`src/rtl/mult_pipe_pkg.sv`:
```
// mult_pipe_pkg: shared constants for the pipelined fixed-point multiplier
package mult_pipe_pkg;
  localparam int MAX_LATENCY = 8;
  localparam bit ROUND_TRUNC = 1'b0;
  localparam bit ROUND_HALF_UP = 1'b1;
  localparam bit SAT_WRAP = 1'b0;
  localparam bit SAT_CLAMP = 1'b1;
endpackage

```
`src/rtl/mult_pipe_post.sv`:
```
// mult_pipe_post: round, scale and saturate/wrap a full-width product, flagging overflow
module mult_pipe_post
  import mult_pipe_pkg::*;
#(
  parameter int IN_W = 16,
  parameter int OUT_W = 16,
  parameter int FRAC = 15,
  parameter bit SIGNED = 1'b1,
  parameter bit ROUND = 1'b1,
  parameter bit SAT = 1'b1
) (
  input  logic [2*IN_W-1:0] p,
  output logic [OUT_W-1:0]  data,
  output logic              ovf
);
  localparam int W1 = 2*IN_W+1;
  localparam bit DO_RND = (ROUND == ROUND_HALF_UP) && (FRAC > 0);
  localparam logic [W1-1:0] RC = DO_RND ? W1'(1) << (DO_RND ? FRAC-1 : 0) : '0;
  logic [W1-1:0] ext, sum, r;
  logic signed [W1-1:0] rs;
  logic fits;
  // one extra bit keeps the rounding add from ever overflowing
  always_comb begin
    ext = {SIGNED & p[2*IN_W-1], p};
    sum = ext + RC;
    rs = $signed(sum) >>> FRAC;
    r = SIGNED ? rs : sum >> FRAC;
    fits = SIGNED ? (&r[W1-1:OUT_W-1] || !(|r[W1-1:OUT_W-1])) : !(|r[W1-1:OUT_W]);
    ovf = !fits;
    data = (fits || SAT == SAT_WRAP) ? r[OUT_W-1:0]
         : (SIGNED && r[W1-1]) ? {1'b1, {(OUT_W-1){1'b0}}}
         : {!SIGNED, {(OUT_W-1){1'b1}}};
  end
endmodule

```
`src/rtl/mult_pipe.sv`:
```
// mult_pipe: pipelined fixed-point multiplier with valid/ready backpressure and flush
module mult_pipe
  import mult_pipe_pkg::*;
#(
  parameter int IN_W = 16,
  parameter int OUT_W = 16,
  parameter int FRAC = 15,
  parameter int LATENCY = 2,
  parameter bit SIGNED = 1'b1,
  parameter bit ROUND = ROUND_HALF_UP,
  parameter bit SAT = SAT_CLAMP
) (
  input  logic             clk,
  input  logic             reset,
  input  logic             flush,
  input  logic             in_valid,
  output logic             in_ready,
  input  logic [IN_W-1:0]  in_a,
  input  logic [IN_W-1:0]  in_b,
  output logic             out_valid,
  input  logic             out_ready,
  output logic [OUT_W-1:0] out_data,
  output logic             out_ovf
);
  localparam int PW = 2*IN_W;
  logic adv;
  logic signed [PW-1:0] prod_s;
  logic [PW-1:0] prod_u;
  logic v_up [0:LATENCY-1];
  logic [PW-1:0] p_up [0:LATENCY-1];
  logic vld_q [1:LATENCY-1];
  logic vld_d [1:LATENCY-1];
  logic [PW-1:0] p_q [1:LATENCY-1];
  logic [PW-1:0] p_d [1:LATENCY-1];
  logic out_valid_q, out_valid_d, out_ovf_q, out_ovf_d, post_ovf;
  logic [OUT_W-1:0] out_data_q, out_data_d, post_data;
  always_comb begin
    adv = !out_valid_q || out_ready;
    in_ready = adv || flush;
    prod_s = $signed({{IN_W{in_a[IN_W-1]}}, in_a}) * $signed({{IN_W{in_b[IN_W-1]}}, in_b});
    prod_u = {{IN_W{1'b0}}, in_a} * {{IN_W{1'b0}}, in_b};
    v_up[0] = in_valid;
    p_up[0] = SIGNED ? prod_s : prod_u;
    for (int i = 1; i < LATENCY; i++) begin
      v_up[i] = vld_q[i];
      p_up[i] = p_q[i];
    end
    out_valid_d = flush ? 1'b0 : adv ? v_up[LATENCY-1] : out_valid_q;
    out_data_d = adv ? post_data : out_data_q;
    out_ovf_d = adv ? post_ovf : out_ovf_q;
  end
  // stage 1 holds the raw product, later stages only delay it
  for (genvar s = 1; s < LATENCY; s++) begin : g_stage
    always_comb begin
      vld_d[s] = flush ? 1'b0 : adv ? v_up[s-1] : vld_q[s];
      p_d[s] = adv ? p_up[s-1] : p_q[s];
    end
    always_ff @(posedge clk or negedge reset) begin
      if (!reset) begin
        vld_q[s] <= 1'b0;
        p_q[s] <= '0;
      end else begin
        vld_q[s] <= vld_d[s];
        p_q[s] <= p_d[s];
      end
    end
  end
  mult_pipe_post #(
    .IN_W(IN_W), .OUT_W(OUT_W), .FRAC(FRAC), .SIGNED(SIGNED), .ROUND(ROUND), .SAT(SAT)
  ) u_post (
    .p(p_q[LATENCY-1]),
    .data(post_data),
    .ovf(post_ovf)
  );
  always_ff @(posedge clk or negedge reset) begin
    if (!reset) begin
      out_valid_q <= 1'b0;
      out_data_q <= '0;
      out_ovf_q <= 1'b0;
    end else begin
      out_valid_q <= out_valid_d;
      out_data_q <= out_data_d;
      out_ovf_q <= out_ovf_d;
    end
  end
  assign out_valid = out_valid_q;
  assign out_data = out_data_q;
  assign out_ovf = out_ovf_q;
endmodule
```
`config.mk`:
```
export PLATFORM = sky130hd
export DESIGN_NAME = mult_pipe
export DESIGN_NICKNAME = d
export VERILOG_FILES = /design/src/rtl/mult_pipe_pkg.sv /design/src/rtl/mult_pipe_post.sv /design/src/rtl/mult_pipe.sv
export SDC_FILE = /design/constraint.sdc
export NUM_CORES = 1
export LEC_CHECK = 0
export ABC_AREA = 1
export CORE_ASPECT_RATIO = 1.25
export CORE_MARGIN = 2
export CORE_UTILIZATION = 52
export DETAILED_ROUTE_END_ITERATION = 10
export GPL_TIMING_DRIVEN = 1
export PLACE_DENSITY_LB_ADDON = 0.08
export SLEW_MARGIN = 20
export SYNTH_ARGS = -nofsm -noshare
export SYNTH_HDL_FRONTEND = slang
export SYNTH_SLANG_ARGS = --single-unit
```
`constraint.sdc`:
```
create_clock -name clk -period 4.4 [get_ports clk]
set_input_delay 1.32 -clock clk [delete_from_list [all_inputs] [get_ports clk]]
set_output_delay 1.32 -clock clk [all_outputs]
set_load 0.02 [all_outputs]
```
==> summary.txt <==
Run status
  – Status: finished with violations
  – Violations in the final reports: negative setup slack

Logic synthesis
  – Yosys top cell by area: fa_1
  – Synth Flop Type: dfrtp_1
  – Sequential element share of the synthesized area: 0.0742
  – Post-synthesis cell type count: 31
  – Ys async rst share: 1.00
  – Area contributors post-synth: fa_1 42%, inv_1 15%, nand2_1 14%, ha_1 8.0%, dfrtp_1 7.4%
  – Synth warn: 0
  – Mapped Nets: 2048
  – Cell area after synthesis: 12500 sq um
  – Syn Inst Count: 1670
  – Syn_area_per_cell: 7.48 sq um
  – EDFF count, synth: 0
  – Seq cells post-synth: 37
  – Synth top area share: 0.419

Routing
  – Vias: 11046
  – Vias per cell: 4.99
  – Drc violations: 0
  – DRT iter0 DRCs: 557
  – Pre-antenna DRT Iters: 5
  – Routed len/inst: 15.9 um
  – Routed Antenna Nets: 0
  – Total wire length: 35200 um

STA
  – Fmax: 163 MHz
  – Fin crit period: 6140 ps
  – Worst slew pin tran: 989 ps
  – Setup TNS: -29060 ps
  – WHS: 503 ps
  – Clock skew: 7.76 ps
  – Unrepaired setup endpoints after global routing: yes
  – Endpoints failing hold: 0
  – Final period util: 1.39
  – Final setup fails: 18
  – Worst setup margin: -1740 ps
  – Max_slew headroom: 0.337
  – Fin. max-slew vios: 0

CTS
  – Clock latency at the later pin of the worst-skew pair: 280 ps
  – CTS Buf Count: 5
  – Clock sink count: 37
  – Clk buf depth: 2
  – Reg clk slew, reported paths: 60 ps
  – H-tree Lvls: 2
  – Root buffer cell: clkbuf_16
  – CTS tree: built

Cells and area
  – Area Growth Syn to Fin: 35.4%
  – N_diodes: 0
  – Post-layout nets: 2300
  – Fin area: 16900 sq um
  – Fraction of layout cells with a size suffix above 1: 0.303

Floorplanning
  – Num rows: 63
  – Die footprint: 25300 sq um
  – # IOs: 56
  – Die X-Extent: 143 um
  – Starting density of the core: 0.528
  – Total core area: 23600 sq um
  – Die H: 177 um

Critical path
  – Delay-heaviest family, CP: adder cells
  – CP Capture Type: flop
  – Crit-path most repeated cell: fa_1
  – CP max FO: 6
  – CP cell instances: buf_12 > buf_8 > buf_6 > nand2_2 > fa_1 > inv_2 > buf_6 > fa_1 > fa_1 > fa_1 > fa_1 > fa_1 > ha_4 > nand2_4 > nor2_4 > nand2_2 > nor4_2 > nand2_1 > nand2_1 > nand2_1 > nand3_1 > nand2_1
  – Reg-to-Reg Start: out_valid
  – Worst Path Buf+Inv: 5
  – Worst Path Required: 4560 ps
  – Crit path arrival time: 6300 ps
  – R2R Path End: p_q[20]
  – Slowest CP cell: fa_1
  – Worst Reg2Reg Path Length in Cells: 6
  – Crit Path Category: input port to flop
  – Largest stage delay on the critical path: 570 ps
  – Worst Setup Start Kind: input port
  – Setup slack, reg-to-reg: 2160 ps

Placed design
  – I/O Buffers: 55
  – DP Area: 14700 sq um
  – Gpl congestion: 0.945
  – Pre-CTS setup slack: -2590 ps
  – Final HPWL DP: 27800 um

Min path
  – Hold path start: out_data[15]
  – Hold WC Path Type: flop to flop
  – Worst Hold End: out_data[15]
  – Hold path depth: 2

Job
  – Max-Cap Viols: 0

Global route
  – Total GRT Usage: 0.297
  – First-pass GRT wire length: 58400 um
  – Largest net degree at the start of global routing: 38
  – Initial antenna violation count: 0
  – Vias in the first global route: 11924
  – Congestion Overflow GR: 0
==> worst max-delay path by stage <==
stage,start,depth (start not counted),endpoint,slack [ps]
global route,in_a[15],25,p_q[29],-1950
detailed placement,in_a[15],21,p_q[31],-2590
finish,in_a[15],22,p_q[29],-1740
CTS,in_a[15],25,p_q[29],-1750
floorplan,in_b[3],22,p_q[29],-1690
global placement,in_b[1],23,p_q[19],-2500
==> registers in the layout, summed over array words and instances, names as in the netlist <==
register   flops
p_q           18
out_ovf        1
out_data      16
vld_q          1
out_valid      1
==> timing repair <==
action	CTS	global route
endpoints found under the setup margin	18	18
pin swaps	155	107
buffers inserted	73	17
resized for setup	366	140
hold buffers	0	0
cloned	8	0
==> per-layer routing <==
layer | up-vias | share of wire | GRT usage
li1 | 5237 | - | -
met1 | 5421 | 0.38 | 0.347
met2 | 281 | 0.53 | 0.563
met3 | 107 | 0.033 | 0.0227
met4 | 0 | 0.049 | 0.113
met5 | - | 0 | 0
==> metrics by stage <==
| stage | utilization | cells |
|---|---|---|
| 3_5_place_dp | 0.621 | 2110 |
| 6_report | 0.715 | 2215 |
| 5_1_grt | 0.715 | 2215 |
| 3_3_place_gp | 0.621 | 2110 |
| 4_1_cts | 0.693 | 2199 |
| 2_1_floorplan | - | 1670 |
==> cell type report <==
| class | instances | area [sq um] |
|---|---|---|
| repair buffers | 308 | 2900 |
| flip-flops and latches | 37 | 926 |
| clock inverters | 2 | 37.5 |
| inverters | 483 | 1840 |
| multi-input cells | 1087 | 10700 |
| well taps | 292 | 365 |
| fillers | 1893 | 6750 |
| clock buffers | 6 | 139 |
==> logic make-up (layout without fill, tap and decap cells) <==
logic type,Yosys count,after routing,synth area share
simple gates,649,649,0.210
xor+xnor,24,24,0.0168
buf+inv,546,799,0.166
flops,37,37,0.0742
fa+ha+maj,341,341,0.499
compound gates,73,73,0.0348
==> worst reg2reg max path, stage by stage, from the launching register on <==
cell and delay [ps]:
dfrtp_1 340, inv_1 50, nor2_2 90, buf_4 300
clkinv_1 850, nand3_2 420, nand2_1 70
==> cell usage after synthesis (2+ instances only) <==
master	count
clkbuf_1	60
dfrtp_1	37
nand2_1	472
nand4_1	4
xor2_1	14
o21ai_0	23
nor3b_1	2
a21oi_1	31
a21oi_2	10
nand2_2	13
nor3_1	9
nor4_1	3
nor2_1	85
or2_2	3
nand3_1	49
o21bai_1	6
inv_1	483
xnor2_1	10
fa_1	261
nand3b_1	3
ha_1	80
nor2_4	3
==> cells in the final DEF, fill, tap and decap left out, types with 5 or more instances in the layout <==
cell	Yosys	routed
inv_1	483	433
nand2_1	472	396
fa_1	261	228
buf_4	0	176
buf_6	1	67
nand2_2	13	59
nor2_1	85	55
ha_1	80	53
nand3_1	49	44
inv_2	0	42
dfrtp_1	37	37
fa_2	0	33
nand2_4	1	27
a21oi_2	10	25
ha_4	0	24
clkdlybuf4s50_1	0	23
nor2_4	3	18
nor2_2	1	16
buf_12	0	16
xor2_1	14	14
a21oi_1	31	13
buf_2	0	11
o21ai_1	0	10
o21ai_0	23	8
xnor2_1	10	6
inv_4	0	5
o21ai_2	0	5
clkbuf_16	0	5
Power is not shown: default switching activity piles up to over one toggle a cycle in this logic, so the estimate is an artifact.
